$ cat src/rtl/chamber_ctrl.sv
// ---------------------------------------------------------------------------
// chamber_ctrl
//
// Sequences one airlock chamber through EVACUATED -> PRESSURIZING ->
// PRESSURIZED -> EVACUATING -> EVACUATED, with an integrated duration counter.
// Durations are programmable at the start of each transition. A transition
// can be reversed mid-way (if enabled). done/err pulses are provided for a
// supervising FSM.
//
// Parameters:
//   CNT_W         width of duration inputs, internal counter, remaining
//   PRESS_CYCLES  pressurize duration used when press_time == 0
//   EVAC_CYCLES   evacuate duration used when evac_time == 0
//   ALLOW_REVERSE 1: opposite request mid-transition reverses it
//                 0: opposite request mid-transition is rejected with err
//
// Ports:
//   clk             in   system clock, rising edge
//   rst             in   asynchronous reset, active-low
//   pressurize_req  in   level request to pressurize
//   evacuate_req    in   level request to evacuate
//   press_time      in   pressurize duration (0 selects PRESS_CYCLES)
//   evac_time       in   evacuate duration (0 selects EVAC_CYCLES)
//   pressurized     out  chamber is PRESSURIZED
//   evacuated       out  chamber is EVACUATED
//   busy            out  chamber is PRESSURIZING or EVACUATING
//   remaining       out  cycles left in current transition, 0 when stable
//   done            out  one-cycle pulse on entering a stable state
//   err             out  one-cycle pulse when a request is rejected
// ---------------------------------------------------------------------------
module chamber_ctrl #(
    parameter int CNT_W         = 8,
    parameter int PRESS_CYCLES  = 6,
    parameter int EVAC_CYCLES   = 6,
    parameter int ALLOW_REVERSE = 1
) (
    input  logic             clk,
    input  logic             rst,
    input  logic             pressurize_req,
    input  logic             evacuate_req,
    input  logic [CNT_W-1:0] press_time,
    input  logic [CNT_W-1:0] evac_time,
    output logic             pressurized,
    output logic             evacuated,
    output logic             busy,
    output logic [CNT_W-1:0] remaining,
    output logic             done,
    output logic             err
);

    typedef enum logic [1:0] {
        ST_EVACUATED    = 2'd0,
        ST_PRESSURIZING = 2'd1,
        ST_PRESSURIZED  = 2'd2,
        ST_EVACUATING   = 2'd3
    } state_t;

    localparam logic [CNT_W-1:0] CNT_ZERO  = '0;
    localparam logic [CNT_W-1:0] CNT_ONE   = CNT_W'(1);
    localparam logic [CNT_W-1:0] PRESS_DEF = CNT_W'(PRESS_CYCLES);
    localparam logic [CNT_W-1:0] EVAC_DEF  = CNT_W'(EVAC_CYCLES);
    localparam bit               REV_EN    = (ALLOW_REVERSE != 0);

    state_t           state;
    state_t           state_next;
    logic [CNT_W-1:0] cnt;
    logic [CNT_W-1:0] cnt_next;
    logic [CNT_W-1:0] len;
    logic [CNT_W-1:0] len_next;
    logic             done_q;
    logic             done_next;
    logic             err_q;
    logic             err_next;

    // Helper terms used by the next-state logic
    logic             both_req;
    logic             opposite_req;
    logic [CNT_W-1:0] press_len;
    logic [CNT_W-1:0] evac_len;
    logic [CNT_W-1:0] elapsed;
    logic [CNT_W-1:0] reverse_len;
    state_t           target_state;
    state_t           reverse_state;

    assign both_req  = pressurize_req & evacuate_req;
    assign press_len = (press_time != CNT_ZERO) ? press_time : PRESS_DEF;
    assign evac_len  = (evac_time  != CNT_ZERO) ? evac_time  : EVAC_DEF;

    // Request pointing away from the current transition's target.
    assign opposite_req  = (state == ST_PRESSURIZING) ? evacuate_req : pressurize_req;
    assign target_state  = (state == ST_PRESSURIZING) ? ST_PRESSURIZED : ST_EVACUATED;
    assign reverse_state = (state == ST_PRESSURIZING) ? ST_EVACUATING : ST_PRESSURIZING;

    // Reversal length is the portion of the transition already covered.
    // A reversal on the very first busy cycle (cnt == len) would give zero,
    // which the counter cannot represent as an active transition, so it is
    // held at one cycle.
    assign elapsed     = len - cnt;
    assign reverse_len = (elapsed == CNT_ZERO) ? CNT_ONE : elapsed;

    // -----------------------------------------------------------------------
    // State register
    // -----------------------------------------------------------------------
    always_ff @(posedge clk or negedge rst) begin
        if (!rst) begin
            state  <= ST_EVACUATED;
            cnt    <= CNT_ZERO;
            len    <= CNT_ZERO;
            done_q <= 1'b0;
            err_q  <= 1'b0;
        end else begin
            state  <= state_next;
            cnt    <= cnt_next;
            len    <= len_next;
            done_q <= done_next;
            err_q  <= err_next;
        end
    end

    // -----------------------------------------------------------------------
    // Next-state logic
    // -----------------------------------------------------------------------
    always_comb begin
        state_next = state;
        cnt_next   = cnt;
        len_next   = len;
        done_next  = 1'b0;
        err_next   = 1'b0;

        unique case (state)
            ST_EVACUATED: begin
                if (both_req) begin
                    err_next = 1'b1;
                end else if (pressurize_req) begin
                    state_next = ST_PRESSURIZING;
                    cnt_next   = press_len;
                    len_next   = press_len;
                end
            end

            ST_PRESSURIZED: begin
                if (both_req) begin
                    err_next = 1'b1;
                end else if (evacuate_req) begin
                    state_next = ST_EVACUATING;
                    cnt_next   = evac_len;
                    len_next   = evac_len;
                end
            end

            default: begin
                if (REV_EN && opposite_req && !both_req) begin
                    state_next = reverse_state;
                    cnt_next   = reverse_len;
                    len_next   = reverse_len;
                end else begin
                    // A rejected request (both high, or opposite with
                    // reversal disabled) flags err but never stalls the
                    // count. err wins over done if both land together.
                    err_next = opposite_req;
                    if (cnt == CNT_ONE) begin
                        state_next = target_state;
                        cnt_next   = CNT_ZERO;
                        done_next  = !opposite_req;
                    end else begin
                        cnt_next = cnt - CNT_ONE;
                    end
                end
            end
        endcase
    end

    // -----------------------------------------------------------------------
    // Output decode (registered state and counter only)
    // -----------------------------------------------------------------------
    always_comb begin
        evacuated   = (state == ST_EVACUATED);
        pressurized = (state == ST_PRESSURIZED);
        busy        = (state == ST_PRESSURIZING) || (state == ST_EVACUATING);
        remaining   = cnt;
        done        = done_q;
        err         = err_q;
    end

endmodule

$ cat config.mk
export PLATFORM = sky130hd
export DESIGN_NAME = chamber_ctrl
export DESIGN_NICKNAME = d
export VERILOG_FILES = /design/src/rtl/chamber_ctrl.sv
export SDC_FILE = /design/constraint.sdc
export NUM_CORES = 1
export LEC_CHECK = 0
export ABC_AREA = 1
export CELL_PAD_IN_SITES_DETAIL_PLACEMENT = 0
export CELL_PAD_IN_SITES_GLOBAL_PLACEMENT = 1
export CORE_MARGIN = 2
export CORE_UTILIZATION = 34
export DETAILED_ROUTE_END_ITERATION = 10
export MAX_ROUTING_LAYER = met4
export PLACE_DENSITY_LB_ADDON = 0.3
export SETUP_SLACK_MARGIN = 0.2
export SYNTH_ARGS = -nofsm -noshare
export SYNTH_HDL_FRONTEND = slang
export SYNTH_SLANG_ARGS = --single-unit
$ cat constraint.sdc
create_clock -name clk -period 2.2 [get_ports clk]
set_clock_uncertainty 0.15 [all_clocks]
set_input_delay 0.33 -clock clk [delete_from_list [all_inputs] [get_ports clk]]
set_output_delay 0.33 -clock clk [all_outputs]
set_load 0.005 [all_outputs]
# After elaboration in Yosys (flattened, before gate mapping)
# Index checks and enable logic that the tools add are counted.
# word_totals
register_bits	20
input_bits	20
out_inout_bits	13
word_cells	58
# classes
n_addsub	2
eq_ne	8
mux	28
bitwise	1
reduce_logical	14
# op_table
cell	n
$mux W8	10
$pmux W8 S2	2
$mux W2	8
$reduce_bool A8 Y1	2
$reduce_and A5 Y1	2
$eq A8 B1 Y1 const B	1
$logic_not A8 Y1	1
$ne A2 B2 Y1 const B	4
$sub A8 B1 Y8 const B	1
$sub A8 B8 Y8	1
$mux W1	7
$eq A2 B2 Y1 const B	2
$pmux W2 S2	1
$reduce_and A4 Y1	1
$reduce_bool A4 Y1	1
$reduce_bool A3 Y1	1
$eq A2 B1 Y1 const B	1
$logic_not A1 Y1	2
$logic_not A2 Y1	1
$reduce_or A2 Y1	1
$and A1 B1 Y1	1
$logic_and A1 B1 Y1	1
$logic_or A1 B1 Y1	1

# Logic depth before layout (Yosys ltp)
# logic_depth
ltp_word	6
ltp_mapped	15

# Least setup slack after synthesis
# Ideal clock, no wire load.
# synth_path
path_kind	register to register
from	reg cnt[0] (netlist: remaining[0])
to	reg cnt[0] (netlist: remaining[0])
setup_time_ns	0.073
arrival_ns	1.827
required_ns	1.977
setup_slack_ns	0.150
path_stages_with_launch	14
path_buffers	0
period_less_slack_ns	2.050
path_cell_list	dfrtp_1 ha_1 fa_1 inv_1 nand2_1 nand2_2 nand3_2 nand3_1 nand2_2 nor2_2 nand2_1 nand2_2 nand3_2 a21oi_2
# synth_via
elab_chain_cells	5
elab_cells_between_ends	8
classes_between	2 x add/sub; 1 x eq/ne; 4 x mux; 1 x reduce/logical
# synth_rtl
item	line	source
from (decl)	66	logic [CNT_W-1:0] cnt;
from (signal assigned)	113	cnt <= cnt_next;
$sub A8 B8 Y8	98	assign elapsed = len - cnt;
$logic_not A8 Y1	99	assign reverse_len = (elapsed == CNT_ZERO) ? CNT_ONE : elapsed;
$mux W8	99	
$mux W8 (*)	152	if (REV_EN && opposite_req && !both_req) begin
$pmux W8 S2 (*)	130	unique case (state)
# Mark *: on every way between the ends. The rest lies on a longest branch, timed or not.
# A chain may end at the register's enable or synchronous reset.

# Worst setup path in the final report
# Ends and elaborated chain as after synthesis.

==> summary.md <==
Clock tree
* 0.07 ns — Clock transition at path regs
* 2 — Clock Path Buffers
* sky130_fd_sc_hd__clkbuf_8 — CTS root buffer
* 20 — Num Clock Sinks
* 1 — count of H-tree levels built during CTS
* 3 — Inserted Clock Buffers
* 0.26 ns — insertion delay of the later-clocked pin in the worst-skew pair
* yes — CTS tree

Yosys
* 0.279 — Synth top area share
* 0 — number of warnings printed during yosys synthesis
* 39 — number of distinct library cells after synthesis
* 1.00 — Async SR Flop Fraction
* 20 — synthesized flop and latch total
* 0 — number of flops mapped to enable cells by yosys
* 0.279 — sequential cell area fraction in the yosys report
* sky130_fd_sc_hd__dfrtp_1, sky130_fd_sc_hd__nand2_1, sky130_fd_sc_hd__inv_1 — top post-synthesis cells by area
* 7.07 sq um — syn avg cell area
* sky130_fd_sc_hd__dfrtp_1 — top flip-flop cell by instance count after synthesis
* 1800 sq um — synthesized cell area
* sky130_fd_sc_hd__nand2_1, sky130_fd_sc_hd__inv_1, sky130_fd_sc_hd__nor2_1, sky130_fd_sc_hd__dfrtp_1, sky130_fd_sc_hd__ha_1 — commonest cells in the netlist
* 288 — total nets after synthesis
* sky130_fd_sc_hd__dfrtp_1 — area leader, netlist
* 254 — instance count of the mapped netlist
* sky130_fd_sc_hd__nand2_1 — leading cell type by number of instances after synthesis

Finish
* 0.235 — ratio of cells with drive above 1 in the final layout
* 342 — Total Nets Final
* 377 — count of placed standard cells in the final layout, fillers left out
* 0.492 — Final Util
* 0 — # diodes
* 2510 sq um — final non-filler cell area
* 40.0% — Area growth, synth to finish

Route
* 0 — Antenna Nets Post-Route
* 4.77 — drt via density
* 4 — detailed-router iteration count before antenna repair
* 13.4 microns — detail-routed net length per standard cell
* 76 — Starting DRT DRC Count
* 1799 — total number of vias
* 0 — remaining routing DRC violations
* 5070 microns — overall routed net length

Global routing
* 12 — largest net degree at the start of global routing
* 0 — remaining global-route overflow
* 0.188 — total global routing track utilization
* 1769 — via count of the first global-routing pass
* 8650 microns — first-pass GRT wire length
* 0 — initial antenna violation count

Critical path
* 3 — critical path fanouts, max
* flip-flop — Setup crit start kind
* 2.08 ns — worst endpoint data arrival time
* 2.24 ns — required time worst endpoint
* 13 — length in cells of the worst reg-to-reg path
* remaining[0] — r2r endpoint
* flip-flop — endpoint class of the critical path
* reg2reg — worst setup path class
* remaining[0] — source of the worst register-to-register timing path
* 0.17 ns — worst setup slack for register-to-register paths

Floorplanning
* 5110 sq um — CORE AREA
* 5880 sq um — Die Area
* 76.7 microns — vertical extent of the die
* 0.352 — starting density of the core
* 33 — IO Pins
* 76.7 microns — horizontal die dimension
* 26 — number of rows created at floorplan

STA
* 0 — total count of max-transition violations in the final report
* 0.524 ns — slew at the pin with the worst max-slew slack
* 0 ns — Total Neg Setup Slack
* 492 MHz — highest clock rate
* 0.649 — worst slew margin relative to its limit
* 0 — final setup violation count
* yes — setup repair after global routing missed its margin
* 2.03 ns — Tmin final
* 0 — final hold violation count
* 0.925 — post-route fraction of the period consumed by the critical path

Place
* 4020 microns — DP Wirelength
* 32 — number of I/O port buffers
* 0.870 — Placer Congestion
* 2280 sq um — placement-stage cell area
* 366 — count of placed standard cells including taps

Run
* 0 — Max-Cap Viols

Power
* 0.664 mV — highest ir drop seen on vdd
* 1900 nW/um^2 — pwr/cell area
* 1.21 nW — cell leakage power

Run status
* completed — status

Worst hold path
* in2async — worst hold-check path type

-- final cells by class --
class	count	area, sq um
Tap cell	70	87.6
Sequential cell	20	503
Clock buffer	4	45.0
Fill cell	526	2590
Inverter	50	193
Timing Repair Buffer	51	464
Multi-Input combinational cell	182	1220
-- kinds of logic after synthesis --
group / Yosys count / share of synthesized area
AOI/OAI and AO/OA: 45 / 0.155
xor gates and xnor gates: 6 / 0.0293
adders and majority gates: 14 / 0.102
buffers and inverters: 52 / 0.118
DFF: 20 / 0.279
and+or+nand+nor: 117 / 0.318
-- metal layers --
| metal | part of all wire | global-route usage | vias up |
|---|---|---|---|
| met2 | 0.48 | 0.316 | 46 |
| met5 | 0 | - | - |
| met3 | 0.031 | 0.0176 | 5 |
| li1 | - | - | 930 |
| met4 | 0.013 | 0.0545 | 0 |
| met1 | 0.47 | 0.240 | 818 |
-- metrics by stage --
step	power (mW)	worst slack, ns	hold slack, ns
3_5_place_dp	4.01	0.0349	0.328
3_3_place_gp	4.02	0.0316	0.326
6_report	4.77	0.166	0.257
5_1_grt	5.26	0.0215	0.299
4_1_cts	4.60	0.161	0.275
2_1_floorplan	3.01	0.212	-0.116
-- cell usage in the layout, fill, tap and decap left out, types with 7 or more instances in the layout --
cell / instances
sky130_fd_sc_hd__nand2_1: 50
sky130_fd_sc_hd__inv_1: 40
sky130_fd_sc_hd__clkdlybuf4s50_1: 30
sky130_fd_sc_hd__nor2_1: 27
sky130_fd_sc_hd__buf_4: 19
sky130_fd_sc_hd__dfrtp_1: 18
sky130_fd_sc_hd__o21ai_0: 11
sky130_fd_sc_hd__ha_4: 8
sky130_fd_sc_hd__inv_2: 7
sky130_fd_sc_hd__a21oi_1: 7
sky130_fd_sc_hd__nand3_1: 7
-- how the worst max path moves through the flow --
stage	start	to	cells past startpoint
floorplan	remaining[0]	remaining[0]	13
finish	remaining[0]	remaining[0]	13
global placement	remaining[6]	remaining[0]	13
CTS	remaining[0]	remaining[0]	13
global route	remaining[0]	remaining[0]	13
detailed placement	remaining[6]	remaining[0]	13
-- sequential cells by signal (all words and copies together) (netlist names) --
name and flops:
len 8, remaining 8, state 2, done 1, err 1
-- power breakdown --
| part | internal [mW] | switching, mW |
|---|---|---|
| logic | 1.65 | 2.12 |
| clock network | 0.129 | 0.128 |
| registers | 0.567 | 0.167 |
| total | 2.35 | 2.42 |
-- worst max-delay path: stages, from the launching register on --
cell                      delay, ns
sky130_fd_sc_hd__dfrtp_2       0.43
sky130_fd_sc_hd__ha_4          0.17
sky130_fd_sc_hd__fa_2          0.34
sky130_fd_sc_hd__inv_1         0.06
sky130_fd_sc_hd__nand2_1       0.05
sky130_fd_sc_hd__nand2_2       0.09
sky130_fd_sc_hd__nand3_2       0.09
sky130_fd_sc_hd__nand3_2       0.08
sky130_fd_sc_hd__nand2_2       0.06
sky130_fd_sc_hd__nor2_2        0.09
sky130_fd_sc_hd__nand2_1       0.07
sky130_fd_sc_hd__nand2_2       0.08
sky130_fd_sc_hd__nand3_2       0.06
sky130_fd_sc_hd__a21oi_2       0.12
-- what timing repair did --
| item | 4_1_cts | 5_1_grt |
|---|---|---|
| buffers inserted | 5 | 2 |
| pin swaps | 8 | 6 |
| hold buffers | 0 | 0 |
| gates cloned | 0 | 0 |
| setup endpoints to repair | 7 | 13 |
| gates resized for setup | 20 | 11 |
Power figures use the tool's default switching activity.
==> variant 1 (config.mk and constraints unchanged) <==
The parameter `CNT_W` goes from 8 to 10.
--- a/src/rtl/chamber_ctrl.sv
+++ b/src/rtl/chamber_ctrl.sv
@@ -29,7 +29,7 @@
 //   err             out  one-cycle pulse when a request is rejected
 // ---------------------------------------------------------------------------
 module chamber_ctrl #(
-    parameter int CNT_W         = 8,
+    parameter int CNT_W         = 10,
     parameter int PRESS_CYCLES  = 6,
     parameter int EVAC_CYCLES   = 6,
     parameter int ALLOW_REVERSE = 1
Interface: changed (resized evac_time, press_time and remaining); port bits go from 33 to 39. The function was not compared with the original's and may differ.
==> variant 1 against the original RTL <==
- wire length rose by 32%
- critical endpoint is now remaining[8]$_DFFE_PN0P_
- worst setup slack lost 0.10 ns
- synthesized area increased by 23%
- die area up 22%
- final area grew 28%
- sequential cell count is 4 higher
Power is left out: the tool's default activity adds up to more than one toggle a clock period on the data nets, which glitch-free logic cannot reach.
==> variant 1: results (changes against the original RTL) <==
- The largest fanout on the critical path came to 3 (unchanged).
- The number of buffers inserted by port buffering is 38 (+19%).
- The slowest library cell on the worst path is sky130_fd_sc_hd__fa_2.
- The violation count after the first detailed-routing iteration is 60 (-21%).
- The post-synthesis async set-or-reset flop share is 1.00 (unchanged).
- The number of diodes is 0 (unchanged).
- The tree is rooted in a sky130_fd_sc_hd__clkbuf_8.
- The buffer depth of the longest clock path is 2 (unchanged).
- The distinct cell type count after synthesis is 37 (-5.1%).
- The flow ran to the end, and the final reports show no timing, DRC or antenna violations.
- The gate count of the mapped netlist is 325 (+28%).
- The total wire length came to 6.69 mm (+32%).
- The worst stage delay on the critical path is 0.37 ns (-0.06 ns).
- The total global routing track utilization is 0.198 (+0.0106).
- The via count of the first global-routing pass is 2272 (+28%).
- The clock slew at the register clock pins of the worst setup and hold paths is 0.09 ns (+0.02 ns).
- The clock latency at the later pin of the worst-skew pair is 0.27 ns.
- The global placer's final weighted congestion is 0.920 (+5.7%).
- The total number of nets in the final design is 435 (+27%).
- The layout cell share with drive strength beyond 1 is 0.282 (+0.0472).
- The post-synth net total is 365 (+27%).
- The number of buffers created by CTS was 3 (unchanged).
- The share of synthesized area occupied by flip-flops and latches came to 0.272 (-0.00648).
- The sum of net half-perimeters after detailed placement is 5.30 mm (+32%).
- The number of filler cells placed in the layout is 648 (+23%).
- Broken down by cell family, the worst path's largest delay share belongs to adder cells.
- The post-placement cell count is 458 (+25%).
- The vias per cell is 4.83 (+1.3%).
- By area the synthesized netlist is led by sky130_fd_sc_hd__dfrtp_1, sky130_fd_sc_hd__nand2_1, sky130_fd_sc_hd__inv_1.
- The class of the tightest hold or removal check is in -> async.
- The number of optimization iterations in the first detailed-route pass came to 4 (unchanged).
- The prevailing post-synth register cell is sky130_fd_sc_hd__dfrtp_1.
- The data arrival time at the worst-slack endpoint came to 2.18 ns (+0.10 ns).
- The tightest slew margin relative to the limit was 0.768 (+0.119).
- The depth of the CTS H-tree is 1 (unchanged).
- The count of synthesis-stage warnings from yosys is 0 (unchanged).
- The average routed wire per standard cell is 14.2 µm (+5.7%).
- The number of max-cap violations came to 0 (unchanged).
- By count the netlist is led by sky130_fd_sc_hd__nand2_1, sky130_fd_sc_hd__inv_1, sky130_fd_sc_hd__nor2_1.
- The initial antenna violation count is 0 (unchanged).
- The global-route wire length before repair is 11.0 mm (+28%).
- The maximum number of pins on one net before global-route repair came to 25 (+13).
-- variant 1: worst paths after layout --
path | startpoint | end | slack, ns | cells after the start
min reg2reg | len[0]$_DFFE_PN0P_ | len[0]$_DFFE_PN0P_ | 0.37 | 2
max reg2reg | len[0]$_DFFE_PN0P_ | remaining[8]$_DFFE_PN0P_ | 0.06 | 12
min | rst | state[1]$_DFFE_PN0P_ | 0.27 | 2
max | len[0]$_DFFE_PN0P_ | remaining[8]$_DFFE_PN0P_ | 0.06 | 12
min in group clk | len[0]$_DFFE_PN0P_ | len[0]$_DFFE_PN0P_ | 0.37 | 2
max in group asynchronous | rst | remaining[1]$_DFFE_PN0P_ | 1.36 | 2
-- variant 1: through the flow --
stage                     hold slack [ns]  TNS (ns)   util  setup WS (ns)  area [µm²]
after floorplan                    -0.116         0      -          0.161        2210
after global placement              0.323         0  0.446         0.0205        2820
after detailed placement            0.327  -0.00140  0.446       -0.00140        2820
after CTS                           0.279         0  0.474         0.0593        2990
after global routing                0.311    -0.341  0.508         -0.128        3210
final                               0.269         0  0.508         0.0638        3210
-- variant 1: area by class of cell --
type,count,area share
Tap cell,77,0.0300
Inverter,60,0.0725
Timing Repair Buffer,68,0.192
Multi-Input combinational cell,238,0.500
Clock buffer,4,0.0172
Sequential cell,24,0.188
-- variant 1: cells by family (layout without fill, tap and decap cells) --
logic type,after synthesis,count (layout),share of synthesized area
flip-flops,24,24,0.272
XOR/XNOR,8,8,0.0318
AO/OA/AOI/OAI,56,56,0.157
AND/OR/NAND/NOR,158,158,0.331
buffers and inverters,63,132,0.114
adder cells (fa/ha/maj),16,16,0.0942
-- variant 1: per-layer routing --
layer	share of wire	vias up	global-route usage	wire length [µm]
li1	-	1189	-	-
met1	0.49	1035	0.273	3260
met2	0.47	46	0.324	3150
met3	0.027	7	0.00885	180
met4	0.014	0	0.0462	95
met5	0	-	-	0
-- variant 1: repair_timing --
item / CTS / global route
endpoints found under the setup margin: 16 / 25
gates resized for setup: 20 / 50
buffers inserted: 4 / 5
pin swaps: 4 / 18
==> variant 2 (same flow settings) <==
Made on the original files. Put a register stage on the output `remaining`, with the module's reset. The value now appears one clock later. The other outputs are not delayed to match. Comments in the files are not updated.
--- a/src/rtl/chamber_ctrl.sv
+++ b/src/rtl/chamber_ctrl.sv
@@ -60,6 +60,8 @@
     localparam logic [CNT_W-1:0] PRESS_DEF = CNT_W'(PRESS_CYCLES);
     localparam logic [CNT_W-1:0] EVAC_DEF  = CNT_W'(EVAC_CYCLES);
     localparam bit               REV_EN    = (ALLOW_REVERSE != 0);
+
+    logic [CNT_W-1:0] remaining_d;
 
     state_t           state;
     state_t           state_next;
@@ -177,10 +179,18 @@
         evacuated   = (state == ST_EVACUATED);
         pressurized = (state == ST_PRESSURIZED);
         busy        = (state == ST_PRESSURIZING) || (state == ST_EVACUATING);
-        remaining   = cnt;
+        remaining_d = cnt;
         done        = done_q;
         err         = err_q;
     end
 
+    always_ff @(posedge clk or negedge rst) begin
+        if (!rst) begin
+            remaining <= '0;
+        end else begin
+            remaining <= remaining_d;
+        end
+    end
+
 endmodule
 
Behaviour: not the same (a bounded check fails within 4 cycles, from zero or initial values and one cycle with rst low).
==> variant 2 against the original RTL <==
- worst setup slack better by 0.035 ns
- power is 14% higher
- synthesized area is 13% higher
- synthesized cell count is 2.8% higher
- utilization is 0.16 points lower
- wire length is 5.3% higher
- maximum frequency is 1.8% higher
- final area is 14% higher
- sequential cell count is 8 higher
- count of clock-buffer cells in the layout stayed put
- critical path type unchanged
- largest power group unchanged
==> variant 2: results (changes against the original RTL) <==
- The via count of the first global-routing pass was 1687 (-4.6%).
- The leakage power of the design is 1.36 nW (+12%).
- The average routed wire per standard cell is 13.5 µm (+0.47%).
- The area share of fa/ha/maj cells after synthesis is 0.0897 (-0.0121).
- The total number of nets in the final design came to 355 (+3.8%).
- The distinct cell type count after synthesis was 36 (-7.7%).
- The layout cell share with drive strength beyond 1 is 0.303 (+0.0686).
- The number of filler cells placed in the layout was 575 (+9.3%).
- The worst stage delay on the critical path came to 0.54 ns (+0.11 ns).
- The measured slew at the worst slew-check pin is 0.374 ns (-0.150 ns).
- The flow ran to the end, and the final reports show no timing, DRC or antenna violations.
- The critical path's top delay family is adder cells.
- The maximum achievable frequency is 500 MHz (+1.8%).
- The largest registers in the layout are cnt x8, len x8, remaining x8.
- The violation count after the first detailed-routing iteration is 131 (+72%).
- The largest fanout on the critical path is 2 (-1).
- The setup slack at placement was 0.0105 ns (-0.0244 ns).
- The post-synthesis async set-or-reset flop share is 1.00 (unchanged).
- The commonest cells after synthesis are sky130_fd_sc_hd__nand2_1, sky130_fd_sc_hd__inv_1, sky130_fd_sc_hd__nor2_1.
- The global-route wire length before repair is 8.26 mm (-4.5%).
- The count of synthesis-stage warnings from yosys is 0 (unchanged).
- STA puts the critical path data arrival time at 2.07 ns.
- The maximum number of pins on one net before global-route repair is 29 (+17).
- The sum of net half-perimeters after detailed placement came to 4.01 mm (-0.47%).
- The multiplexer share of the synthesized area was 0 (unchanged).
- The clock slew at the register clock pins of the worst setup and hold paths is 0.10 ns (+0.03 ns).
- The XOR/XNOR share of the synthesized area was 0.0215 (-0.00777).
- The number of buffers inserted by port buffering is 32 (unchanged).
- The clock latency at the later pin of the worst-skew pair is 0.28 ns (+0.02 ns).
- The worst ir drop on vdd is 0.000782 V (+18%).
- The slowest stage of the critical path belongs to the cell sky130_fd_sc_hd__fa_2.
- The post-synth net total is 295 (+2.4%).
- The buffer type at the clock tree root is sky130_fd_sc_hd__clkbuf_8.
- The total global routing track utilization is 0.170 (-0.0179).
- The global placer's final weighted congestion is 0.843 (-3.2%).
- The number of buffers created by CTS is 3 (unchanged).
- The worst reg-to-reg setup slack came to 0.20 ns (+0.04 ns).
- The overall via count from detail_route is 1858 (+3.3%).
- The fraction of the mapped netlist area in compound gates is 0.147 (-0.00728).
- The share of synthesized area occupied by flip-flops and latches was 0.344 (+0.0652).
- Sorting the synthesized cells by area gives the leading types as sky130_fd_sc_hd__dfrtp_1, sky130_fd_sc_hd__nand2_1, sky130_fd_sc_hd__ha_1.
- The class of the tightest hold or removal check is in -> async.
## variant 2: cell types whose count changed after synthesis, sizes merged, moves of 2 or more
cell / change
a31oi: -2
a41oi: +2
clkinv: -2
dfrtp: +8
inv: -3
nand2: +5
nand3: +2
nand4: -2
o21ai: +4
xor2: -2
## variant 2: logic make-up after synthesis
logic type / Yosys count
AO/OA/AOI/OAI: 45
XOR/XNOR: 5
adder cells (fa/ha/maj): 14
buffers and inverters: 47
flip-flops: 28
AND/OR/NAND/NOR: 122
## variant 2: what timing repair did
| action | CTS | global route |
|---|---|---|
| pin swaps | 4 | 8 |
| buffers inserted | 4 | 12 |
| hold buffers | 0 | 0 |
| gates cloned | 0 | 0 |
| endpoints found under the setup margin | 15 | 12 |
| resized for setup | 19 | 23 |
## variant 2: routing by layer
metal | share of wire | wire [µm] | track usage | vias to the layer above
li1 | - | - | - | 962
met1 | 0.47 | 2510 | 0.226 | 859
met2 | 0.49 | 2600 | 0.262 | 31
met3 | 0.031 | 165 | 0.0278 | 6
met4 | 0.010 | 56 | 0.0542 | 0
met5 | 0 | 0 | - | -
## variant 2: final cells by class
cell class | count | area share
Multi-Input combinational cell | 186 | 0.455
Sequential cell | 28 | 0.245
Timing Repair Buffer | 57 | 0.186
Inverter | 45 | 0.0623
Tap cell | 75 | 0.0327
Clock buffer | 4 | 0.0192
## variant 2: worst paths after layout
check,startpoint,endpoint,depth (start not counted)
setup / recovery,cnt[0]$_DFFE_PN0P_,cnt[0]$_DFFE_PN0P_,10
hold / removal,rst,len[6]$_DFFE_PN0P_,2
max in group asynchronous,rst,state[0]$_DFFE_PN0P_,2
setup reg to reg,cnt[0]$_DFFE_PN0P_,cnt[0]$_DFFE_PN0P_,10
hold reg to reg,cnt[7]$_DFFE_PN0P_,remaining[7]$_DFF_PN0_,0
min in group clk,cnt[7]$_DFFE_PN0P_,remaining[7]$_DFF_PN0_,0
## variant 2: power breakdown
part / internal, mW / switching (mW) / total, mW
Clock: 0.161 / 0.167 / 0.328
Sequential: 0.784 / 0.177 / 0.960
Combinational: 1.89 / 2.26 / 4.15
Total: 2.84 / 2.60 / 5.44
## variant 2: stage by stage
stage	util	hold slack [ns]	std cells	area, µm²	power [mW]
finish	0.491	0.276	395	2870	5.44
CTS	0.450	0.283	383	2630	4.85
floorplan	-	-0.116	261	2040	3.36
detailed placement	0.427	0.297	375	2500	4.31
global route	0.491	0.307	395	2870	5.94
global placement	0.427	0.286	375	2500	4.30
